<file path="config.mk">
export PLATFORM = sky130hd
export DESIGN_NAME = instr_queue
export DESIGN_NICKNAME = d
export VERILOG_FILES = /design/src/rtl/instr_queue_pkg.sv /design/src/rtl/instr_queue_ctrl.sv /design/src/rtl/instr_queue.sv
export SDC_FILE = /design/constraint.sdc
export NUM_CORES = 1
export LEC_CHECK = 0
export ABC_CLOCK_PERIOD_IN_PS = 4800
export CAP_MARGIN = 20
export CORE_MARGIN = 1.5
export CORE_UTILIZATION = 45
export DETAILED_ROUTE_END_ITERATION = 16
export GPL_ROUTABILITY_DRIVEN = 0
export SETUP_SLACK_MARGIN = 0.15
export SYNTH_ARGS = -nofsm -noshare
export SYNTH_HDL_FRONTEND = slang
export SYNTH_HIERARCHICAL = 1
export SYNTH_SLANG_ARGS = --single-unit
</file>
<file path="constraint.sdc">
create_clock -name clk -period 4.8 [get_ports clk]
set_input_delay 0.72 -clock clk [delete_from_list [all_inputs] [get_ports clk]]
set_output_delay 0.72 -clock clk [all_outputs]
set_load 0.1 [all_outputs]
</file>
<file path="src/rtl/instr_queue_pkg.sv">
// instr_queue_pkg: LC-3b word/opcode types, queue entry layout and control-flow predecode
package instr_queue_pkg;
  typedef logic [15:0] lc3b_word;
  typedef logic [3:0]  lc3b_opcode;
  localparam lc3b_opcode op_br   = 4'b0000;
  localparam lc3b_opcode op_jsr  = 4'b0100;
  localparam lc3b_opcode op_jmp  = 4'b1100;
  localparam lc3b_opcode op_trap = 4'b1111;
  typedef struct packed {
    lc3b_word ir;
    lc3b_word pc;
    logic     is_cf;
  } iq_entry_t;
  function automatic logic is_control_flow(input lc3b_opcode op);
    return (op == op_br) || (op == op_jmp) || (op == op_jsr) || (op == op_trap);
  endfunction
endpackage

</file>
<file path="src/rtl/instr_queue_ctrl.sv">
// iq_ctrl: head/tail/occupancy bookkeeping; full/empty come from the count, never from pointer compare
module iq_ctrl #(
  parameter int DEPTH = 8,
  parameter int PW    = $clog2(DEPTH),
  parameter int CW    = $clog2(DEPTH) + 1
) (
  input  logic          clk,
  input  logic          rst_n,
  input  logic          flush,
  input  logic          enq_valid,
  input  logic          deq_ready,
  output logic          enq_ready,
  output logic          deq_valid,
  output logic          wr_en,
  output logic [PW-1:0] wr_idx,
  output logic [PW-1:0] rd_idx,
  output logic [CW-1:0] count
);
  logic [PW-1:0] r_head, r_tail;
  logic [CW-1:0] r_count;
  logic          w_enq_fire, w_deq_fire;
  assign enq_ready  = r_count != CW'(DEPTH);
  assign deq_valid  = r_count != '0;
  assign w_enq_fire = enq_valid & enq_ready;
  assign w_deq_fire = deq_valid & deq_ready;
  assign wr_en      = w_enq_fire & ~flush;
  assign wr_idx     = r_tail;
  assign rd_idx     = r_head;
  assign count      = r_count;
  // pointer and occupancy update; flush wins over any same-cycle enqueue/dequeue
  always_ff @(posedge clk or negedge rst_n) begin
    if (!rst_n) begin
      r_head  <= '0;
      r_tail  <= '0;
      r_count <= '0;
    end else if (flush) begin
      r_head  <= '0;
      r_tail  <= '0;
      r_count <= '0;
    end else begin
      if (w_enq_fire) r_tail <= r_tail + 1'b1;
      if (w_deq_fire) r_head <= r_head + 1'b1;
      r_count <= r_count + CW'(w_enq_fire) - CW'(w_deq_fire);
    end
  end
endmodule

</file>
<file path="src/rtl/instr_queue.sv">
// instr_queue: fetch-to-issue FIFO of {ir, pc, is_cf} with masked head outputs
module instr_queue
  import instr_queue_pkg::*;
#(
  parameter int DEPTH = 8,
  parameter int CW    = $clog2(DEPTH) + 1
) (
  input  logic          clk,
  input  logic          rst_n,
  input  logic          flush,
  input  logic          enq_valid,
  input  lc3b_word      enq_ir,
  input  lc3b_word      enq_pc,
  output logic          enq_ready,
  output logic          deq_valid,
  output lc3b_word      deq_ir,
  output lc3b_word      deq_pc,
  output lc3b_opcode    deq_opcode,
  output logic          deq_is_cf,
  input  logic          deq_ready,
  output logic [CW-1:0] count
);
  localparam int PW = $clog2(DEPTH);
  iq_entry_t     r_mem [DEPTH];
  iq_entry_t     w_head;
  logic          w_wr_en;
  logic [PW-1:0] w_wr_idx, w_rd_idx;
  iq_ctrl #(.DEPTH(DEPTH), .PW(PW), .CW(CW)) u_ctrl (
    .clk       (clk),
    .rst_n     (rst_n),
    .flush     (flush),
    .enq_valid (enq_valid),
    .deq_ready (deq_ready),
    .enq_ready (enq_ready),
    .deq_valid (deq_valid),
    .wr_en     (w_wr_en),
    .wr_idx    (w_wr_idx),
    .rd_idx    (w_rd_idx),
    .count     (count)
  );
  // entry storage is never cleared; stale data is hidden by deq_valid masking
  always_ff @(posedge clk) begin
    if (w_wr_en) r_mem[w_wr_idx] <= '{ir: enq_ir, pc: enq_pc, is_cf: is_control_flow(enq_ir[15:12])};
  end
  assign w_head     = deq_valid ? r_mem[w_rd_idx] : '0;
  assign deq_ir     = w_head.ir;
  assign deq_pc     = w_head.pc;
  assign deq_opcode = w_head.ir[15:12];
  assign deq_is_cf  = w_head.is_cf;
endmodule
</file>
==> impl_results.md <==
- Syn_nets: a little over 600
- Status: finished clean
- DRT Wirelength: 21600 um
- CTS tree: yes
- Post-CTS Setup Inserts: 0
- Core area: 24200 um^2
- Largest cells by area after synthesis: edfxtp_1 71%, mux4_2 5.9%, a221oi_2 3.9%, mux2_2 3.3%, mux2i_1 3.0%
- Vias in the first global route: 6015
- Delay-heaviest family, CP: flip-flops
- First-pass GRT wire length: 34100 um
- Crit. End Element: output pin
- Hpwl dp: around 12000 um
- Total Nets Final: 714
- Mux cell area share after synthesis: 0.133
- Placed insts: 962
- Die width: 160 um
- Worst vdd ir: 0.530 mV
- Initial antenna violation count: 0
- CTS Sinks: 274
- Layout Cells excl Fill: 1014
- Kind of critical path: reg2out
- Max Fclk: 0.257 GHz
- Sequential area share after synthesis: 0.736
- Max-slew violation count: 0
- EDFF count, synth: about 260
- WL/cell: 21.3 um
- CP Launch Type: flop
- Total I/O pin count: 80
- Critical-path top delay cell: dfrtp_4
- Largest family of logic cells by synthesized area: multiplexers
- Clk pin slew, worst setup/hold paths: ~0.060 ns
- Via density per instance: roughly 5.4
- Syn Area/Cell: 19.3 um^2
- Power density over the cells: 604 nW/um^2
- Unique masters post-synth: 39
- Row count: 57
- DRT iter0 DRCs: 222
- Async set-reset flop share out of synthesis: 0.0365
- Compound-Gate Fraction of Synth Area: 0.0643
- Longest Clk Path Bufs: 3
- Buffer and inverter count on the worst path: 2
- Yosys reg bits: 274
- Setup TNS: 0 ns
- Commonest cells in the netlist: 264 x edfxtp_1, 42 x inv_1, 37 x o21ai_0
- FILL cells: 1911
- Gr usage total: 0.174
- Fin Clk Skew: 0.0116 ns
- Simple-Gate Fraction of Synth Area: 0.0185
- CP required: 4.08 ns
- Crit path DAT: between 3 and 4 ns
- Worst path max stage delay: 1.14 ns
- Post-Syn Area: 11100 um^2
- Gate Count Post-Synth: 575
- Final setup fails: 0
- Ys flop type: edfxtp_1
- Largest net degree at the start of global routing: 71
- RSZ-0062 raised after global routing: false
- Syn. warnings: 6
- Cell taking the most area after synthesis: edfxtp_1
- Antenna cells: 0
- MaxCap Viol Count: 0
- Hold_buf cts: 0
- Minimum clock period: 3.89 ns
- Post-CTS sizing: 0
- CP Cell Sequence: buf_4, mux2_2, o21ai_0, a221oi_2, buf_4
- Number of port buffers: around 80
- Yosys top cell area share: 0.713
- Depth of the CTS H-tree: 1
- Worst Path Max Fanout: 70
- Die Area: around 26000 um^2
- Drc violations: 0
- Synthesis-to-finish area growth: 18.0%
- Share of layout cells above drive strength 1: 0.303
- Actual slew at the worst max-slew pin: around 1.1 ns
- Most frequent cell after synthesis: edfxtp_1
- Post-synthesis xor/xnor area fraction: 0.000788
- Drt pass-1 iters: 4
- Endpoints failing hold: 0
- Initial Util: 0.458
- Min-Delay Path Class: in2async
- CP most frequent cell: buf_4
- Slew HR: 0.269
- Die Height: 160 um
- Adder-cell share of the synthesized area: 0.0108
- Final cycle utilization of the critical path: 0.810
- Clk_lat worst skew: about 0.53 ns
- Post-DRT Antenna Nets: 0
- Pleak: 4.26 nW
- Vias: between 5k and 6k
- CTS Buf Count: 28
- Clock root cell: clkbuf_16
- Overflow after GRT: 0
[registers in the layout (all words and copies together) (netlist names)]
name / count
u_ctrl/rd_idx: 3
u_ctrl/count: 4
r_mem: 264
u_ctrl/wr_idx: 3
[layer usage]
metal  global-route usage  share of wire
met3               0.0229          0.044
met2                0.299           0.50
met4               0.0438          0.019
met5                    0              0
met1                0.237           0.44
[metrics by stage]
stage          cell area [um^2]  utilization  hold slack [ns]  setup WS, ns  power (mW)
5_1_grt                   13100        0.541            0.546         0.752        8.20
3_5_place_dp              12200        0.504            0.690          1.44        5.92
6_report                  13100        0.541            0.522         0.910        7.92
2_1_floorplan             11200            -            0.424        0.0980        5.29
3_3_place_gp              12200        0.504            0.659          1.48        5.89
4_1_cts                   13100        0.541            0.524         0.881        7.99
[report_power, final]
part           internal (mW)  total, mW  switching [mW]
registers               2.71       2.80          0.0852
clock network           1.21       2.07           0.865
logic                  0.689       3.05            2.36
total                   4.61       7.92            3.31
[placed cells by master, fill, tap and decap left out, drive strengths merged]
| cell type | n |
|---|---|
| edfxtp | 264 |
| buf | 55 |
| inv | 41 |
| clkdlybuf4s50 | 41 |
| o21ai | 37 |
| mux2 | 34 |
| clkbuf | 34 |
| mux2i | 33 |
| a221oi | 33 |
| mux4 | 33 |
| clkinv | 14 |
| nor2 | 13 |
| dfrtp | 10 |
| ha | 8 |
| nand2b | 6 |
| a21oi | 5 |
| nor2b | 4 |
| nand2 | 3 |
| clkinvlp | 3 |
| nor3 | 2 |
| bufinv | 2 |
| a31o | 2 |
| or3 | 2 |
| nand4 | 1 |
| o31ai | 1 |
| or3b | 1 |
| and2 | 1 |
| nor3b | 1 |
| xnor2 | 1 |
| nand3 | 1 |
| a311oi | 1 |
| nand3b | 1 |
| nand4b | 1 |
| fa | 1 |
[worst reg2reg max path, cell delays in order (launching register included)]
cell,delay [ns]
dfrtp_1,0.35
inv_1,0.08
ha_1,0.19
or3b_4,0.24
and2_4,0.17
inv_1,0.06
nor2_1,0.13
nand2_1,0.25
nor2_4,0.75
buf_4,0.32
[worst paths after layout]
check / from / endpoint / slack (ns) / cells past startpoint
max in group asynchronous: rst_n / u_ctrl/rd_idx[2]$_DFFE_PN0P_ / 3.90 / 1
min reg2reg: u_ctrl/count[0]$_DFF_PN0_ / u_ctrl/count[0]$_DFF_PN0_ / 0.71 / 2
min: rst_n / u_ctrl/count[0]$_DFF_PN0_ / 0.52 / 1
max: u_ctrl/rd_idx[2]$_DFFE_PN0P_ / deq_ir[3] / 0.91 / 5
min in group clk: u_ctrl/count[0]$_DFF_PN0_ / u_ctrl/count[0]$_DFF_PN0_ / 0.71 / 2
max reg2reg: u_ctrl/count[2]$_DFF_PN0_ / r_mem[7][15]$_DFFE_PP_ / 1.97 / 9
[final cells by class]
cell class | count | area (um^2) | area share
timing repair buffer | 96 | 823 | 0.0628
clock buffer | 34 | 744 | 0.0568
clock inverter | 18 | 144 | 0.0110
sequential | 274 | 8180 | 0.624
inverter | 42 | 161 | 0.0123
multi-input combinational | 226 | 2660 | 0.202
tap | 324 | 405 | 0.0309
[cells by family (layout without fill, tap and decap cells)]
logic type | count (synthesis) | in the layout
adder cells (fa/ha/maj) | 9 | 9
AO/OA/AOI/OAI | 79 | 79
AND/OR/NAND/NOR | 37 | 37
buffers and inverters | 75 | 190
multiplexers | 100 | 100
XOR/XNOR | 1 | 1
flip-flops | 274 | 274
(Power assumes the default switching activity.)
==> patch 1: new RTL, same settings <==
`DEPTH` is set to 8 in 2 places; all go to 4.
--- a/src/rtl/instr_queue_ctrl.sv
+++ b/src/rtl/instr_queue_ctrl.sv
@@ -1,6 +1,6 @@
 // iq_ctrl: head/tail/occupancy bookkeeping; full/empty come from the count, never from pointer compare
 module iq_ctrl #(
-  parameter int DEPTH = 8,
+  parameter int DEPTH = 4,
   parameter int PW    = $clog2(DEPTH),
   parameter int CW    = $clog2(DEPTH) + 1
 ) (
--- a/src/rtl/instr_queue.sv
+++ b/src/rtl/instr_queue.sv
@@ -2,7 +2,7 @@
 module instr_queue
   import instr_queue_pkg::*;
 #(
-  parameter int DEPTH = 8,
+  parameter int DEPTH = 4,
   parameter int CW    = $clog2(DEPTH) + 1
 ) (
   input  logic          clk,
Interface: changed (resized count); port bits go from 80 to 79. The function was not compared with the original's and may differ.
==> patch 1 against the unedited design <==
- fmax is 2.1% lower
- count of clock-buffer cells in the layout is 17 lower
- area after synthesis is 51% lower
- setup slack worse by 0.084 ns
- cell area is 47% lower
- sequential cell count is 135 lower
- routed wire length is 54% lower
Power is not shown: default switching activity piles up to over one toggle a cycle in this logic, so the estimate is an artifact.
==> patch 1: results (changes against the unedited design) <==
Setup path
  • CP arrival: 3.25 ns (+0.08 ns)
  • Worst-case reg-to-reg path depth: 10 (+1)
  • Crit-path slowest cell: clkdlybuf4s50_1
  • Slowest stage delay, CP: 1.00 ns (-0.14 ns)
  • Worst reg-to-reg setup slack: 2.33 ns (+0.36 ns)
  • CP top delay family: buffers and inverters
  • Crit path max fanout: 22 (-69%)

STA
  • Final Slew Violations: 0 (unchanged)
  • Tcrit/Tclk final: 82.8% (+1.8 points)
  • Worst hold slack: 0.579 ns (+0.0567 ns)
  • Worst Clk Skew: 0.00624 ns (-0.00537 ns)
  • Worst rel slew slack: 33.4% (+6.5 points)

Clock network
  • Post-CTS Setup Bufs: 0 (unchanged)
  • H-tree levels: 4 (+3)
  • Clock insertion delay at the later pin of the skew report: 0.41 ns (-0.12 ns)
  • Clock Path Buffers: 2 (-1)
  • Clk pin slew, worst setup/hold paths: 0.06 ns (about the same)
  • CTS resizes: 0 (unchanged)
  • Total CTS buffers: 17 (-39%)
  • Clock Tree Root: clkbuf_16

GRT
  • Global-route wire length before repair: 15600 um (-54%)
  • Total track usage: 16.6% (-0.88 points)
  • Pin count of the biggest net entering global routing: 34 (-52%)
  • Initial antenna violation count: 0 (unchanged)

Final layout
  • Filler cells: 929 (-51%)
  • Area Growth Syn to Fin: 27.2%
  • Diodes inserted: 0 (unchanged)
  • Largest register by flop count: r_mem
  • Layout cells sized above 1: 16.2% (-14 points)
  • Max reg flops: 132 (-50%)
  • NumNets Final: 421 (-41%)

Place
  • Dpl hpwl: 5940 um (-51%)
  • Post-place setup slack: 1.24 ns (-0.207 ns)
  • Cells after DPL: 509 (-47%)
  • I/O Buffers: 78 (-1.3%)
  • Area after DPL: 6340 um2 (-48%)

Min path
  • Hold WC Path Type: input pin to async pin

Yosys
  • Yosys warns: 6 (unchanged)
  • Async set or reset register ratio after synthesis: 5.04% (+1.4 points)
  • Synth cell types: 34 (-13%)
  • Post-synthesis xor/xnor area fraction: 0.480% (+0.40 points)
  • Mux cell area share after synthesis: 12.5% (-0.72 points)
  • Post-synth top flop: edfxtp_1
  • Synthesized Nets: 336 (-46%)
  • Number of flops mapped to enable cells by yosys: 132 (-50%)
  • Synth top cells by count: edfxtp_1 (132), mux2i_1 (66), o22ai_1 (33), nor2_1 (8)
  • Area contributors post-synth: edfxtp_1 (72%), mux2i_1 (12%), o22ai_1 (3.8%)
  • Post-Synth Adder-Cell Area: 0.823% (-0.26 points)
  • Synth Area in Compound Gates: 4.25% (-2.2 points)
  • Average size of a mapped cell: 18.5 um2 (-4.3%)
  • Sequential share of the synthesized area: 75.6% (+2.0 points)

Detailed routing
  • Via Count: 2851 (-48%)
  • Initial DRC count: 112 (-50%)
  • WL per Instance: 18.2 um (-15%)
  • Drt total wl: 9850 um (-54%)
  • First-pass DRT Iterations: 4 (unchanged)

Die
  • Die X: 113 um (-29%)

Outcome
  • Outcome: finished clean
patch 1: final cells by class:
| cell class | count | area share (%) |
|---|---|---|
| Timing Repair Buffer | 86 | 12.1 |
| Tap cell | 147 | 2.64 |
| Inverter | 2 | 0.108 |
| Sequential cell | 139 | 59.5 |
| Clock inverter | 15 | 2.84 |
| Clock buffer | 17 | 6.11 |
| Multi-Input combinational cell | 135 | 16.7 |
patch 1: cell families after synthesis:
group           after synthesis
xor+xnor                      3
simple gates                 25
flops                       139
compound gates               36
fa+ha+maj                     3
buf+inv                      22
mux                          68
patch 1: worst reg2reg max path, stage by stage (launching register included):
cell	delay [ns]
dfrtp_1	0.46
or3b_4	0.47
nand2_4	0.10
ha_1	0.22
inv_1	0.06
ha_1	0.12
inv_1	0.05
fa_1	0.40
xor2_1	0.17
and2_2	0.20
nor3_1	0.12
patch 1: per-layer routing:
layer  up-vias  share of wire (%)  track usage, %
met5         -                  0               0
met4         0                1.5            6.75
met3        10                3.9            5.03
met2        51                 50            26.9
met1      1438                 44            20.9
li1       1352                  -               -
patch 1: worst paths after layout:
kind	to	startpoint
min	u_ctrl/rd_idx[0]	rst_n
max reg2reg	u_ctrl/count[2]	u_ctrl/count[1]
max	deq_ir[0]	u_ctrl/count[1]
min reg2reg	u_ctrl/rd_idx[0]	u_ctrl/rd_idx[0]
min in group clk	u_ctrl/rd_idx[0]	u_ctrl/rd_idx[0]
max in group asynchronous	u_ctrl/rd_idx[1]	rst_n
==> patch 2: new RTL, config.mk and constraints unchanged <==
Without the edit above. Put a register stage on the output `count`. The value now appears one clock later. The other outputs are not delayed to match.
--- a/src/rtl/instr_queue.sv
+++ b/src/rtl/instr_queue.sv
@@ -21,6 +21,8 @@
   output logic [CW-1:0] count
 );
   localparam int PW = $clog2(DEPTH);
+
+  logic [CW-1:0] count_d;
   iq_entry_t     r_mem [DEPTH];
   iq_entry_t     w_head;
   logic          w_wr_en;
@@ -36,7 +38,7 @@
     .wr_en     (w_wr_en),
     .wr_idx    (w_wr_idx),
     .rd_idx    (w_rd_idx),
-    .count     (count)
+    .count     (count_d)
   );
   // entry storage is never cleared; stale data is hidden by deq_valid masking
   always_ff @(posedge clk) begin
@@ -47,4 +49,8 @@
   assign deq_pc     = w_head.pc;
   assign deq_opcode = w_head.ir[15:12];
   assign deq_is_cf  = w_head.is_cf;
+  always_ff @(posedge clk) begin
+    count <= count_d;
+  end
+
 endmodule
Formal check against the unedited RTL: not equivalent (Yosys sat finds a counterexample within 4 cycles, from zero or initial values and one cycle with rst_n low).
==> patch 2 against the unedited design <==
- non-clock buffer count fell by 3
- sequential cell count rose by 4
- clock skew fell by 0.00070 ns
- routed wire length fell by 4.1%
- die area rose by 0.71%
- first-iteration DRC count rose by 37%
- fmax rose by 1.2%
- total power barely moved
- cell area rose by 0.66%
- setup slack improved by 0.046 ns
- area after synthesis rose by 0.72%
- critical path depth did not move
- largest cell class unchanged
==> patch 2: results (changes against the unedited design) <==
Setup path
  • CP top delay family: flip-flops
  • Critical Path Start: u_ctrl/rd_idx[2]
  • Reg-to-Reg End: u_ctrl/count[2]
  • Critical Path End: deq_ir[11]
  • CP arrival: 3.12 ns (-0.05 ns)
  • Worst-case reg-to-reg path depth: 10 (+1)
  • Crit path max fanout: 56 (-20%)
  • Slowest stage delay, CP: 1.02 ns (-0.12 ns)
  • Worst reg-to-reg setup slack: 2.14 ns (+0.17 ns)

Run
  • Max Cap Violations: 0 (unchanged)

Detailed routing
  • Initial DRC count: 305 (+37%)
  • Via Count: 5411 (-0.57%)
  • First-pass DRT Iterations: 6 (+2)
  • M1 WL: 9270 um (-3.1%)
  • DR WL met2: 10400 um (-3.3%)
  • Metal3 WL: 752 um (-20%)
  • Drt total wl: 20700 um (-4.1%)

Power and ir drop
  • Maximum VDD drop: 0.554 mV (+4.5%)
  • P_sw: 0.00328 W (-0.79%)
  • Leak pwr: 4.30 nW (+0.97%)

Yosys
  • Post-synthesis xor/xnor area fraction: 0.0782% (-0.00056 points)
  • Yosys warns: 6 (unchanged)
  • Async set or reset register ratio after synthesis: 3.60% (-0.053 points)
  • Synth Area in Compound Gates: 6.38% (-0.046 points)
  • Synthesized Nets: 625 (+0.64%)
  • Area contributors post-synth: edfxtp_1 (71%), mux4_2 (5.8%), a221oi_2 (3.9%)
  • Synth cell types: 40 (+2.6%)
  • Mux cell area share after synthesis: 13.2% (-0.095 points)
  • Synth top cells by count: edfxtp_1 (264), inv_1 (42), o21ai_0 (37), mux2_2 (33), mux2i_1 (33)
  • Post-synth top flop: edfxtp_1
  • Sequential share of the synthesized area: 73.8% (+0.19 points)
  • Post-Synth Adder-Cell Area: 1.07% (-0.0077 points)
  • Post-Syn Instances: 579 (+0.70%)

STA
  • Min Tclk post-route: 3.84 ns (-0.0458 ns)
  • Worst Clk Skew: 0.0109 ns (-0.000704 ns)
  • Worst rel slew slack: 33.8% (+6.9 points)
  • Worst hold slack: 0.365 ns (-0.157 ns)

GRT
  • Met3 Usage GRT: 2.48% (+0.19 points)
  • Pin count of the biggest net entering global routing: 57 (-20%)
  • Met1 Resource Use GR: 22.0% (-1.7 points)
  • Global-route wire length before repair: 32700 um (-4.2%)
  • Vias in the first global route: 5854 (-2.7%)
  • Total track usage: 16.3% (-1.2 points)
  • GR Util met2: 28.0% (-1.9 points)

Place
  • Cells after DPL: 961 (-0.10%)
  • Area after DPL: 12300 um2 (+0.27%)
  • Dpl hpwl: 12000 um (-1.2%)
  • Post-place setup slack: 1.51 ns (+0.0635 ns)

Min path
  • Hold depth: 0
  • Hold Path End: count[2]
  • Hold WC Path Type: flop to flop

Final layout
  • Layout cells sized above 1: 29.5% (-0.77 points)
  • Fin cells: 1015 (+0.099%)
  • NumNets Final: 716 (+0.28%)
  • Diodes inserted: 0 (unchanged)

Outcome
  • Outcome: finished clean

Clock network
  • Total CTS buffers: 29 (+3.6%)
  • CTS resizes: 0 (unchanged)
  • Post-CTS Setup Bufs: 0 (unchanged)
==> patch 2: changes by cell type in the layout (fill, tap and decap cells not counted), sizes merged <==
cell and change:
clkinv -5, buf -4, clkbuf +4, dfxtp +4, inv +3, bufinv -1, clkdlybuf4s50 +1, clkinvlp -1
==> patch 2: layout make-up <==
cell class | count | area, um2
clock buffer | 38 | 779
clock inverter | 14 | 108
fill | 1959 | 11200
inverter | 42 | 158
multi-input combinational | 226 | 2600
sequential | 278 | 8260
tap | 324 | 405
timing repair buffer | 93 | 893
==> patch 2: power groups by stage <==
stage          Clock (W)  Combinational [W]  Sequential (W)
6_report         0.00206            0.00303         0.00283
5_1_grt          0.00221            0.00316         0.00284
4_1_cts          0.00211            0.00305         0.00283
3_5_place_dp           0            0.00304         0.00288
3_3_place_gp           0            0.00303         0.00287
2_1_floorplan          0            0.00237         0.00295
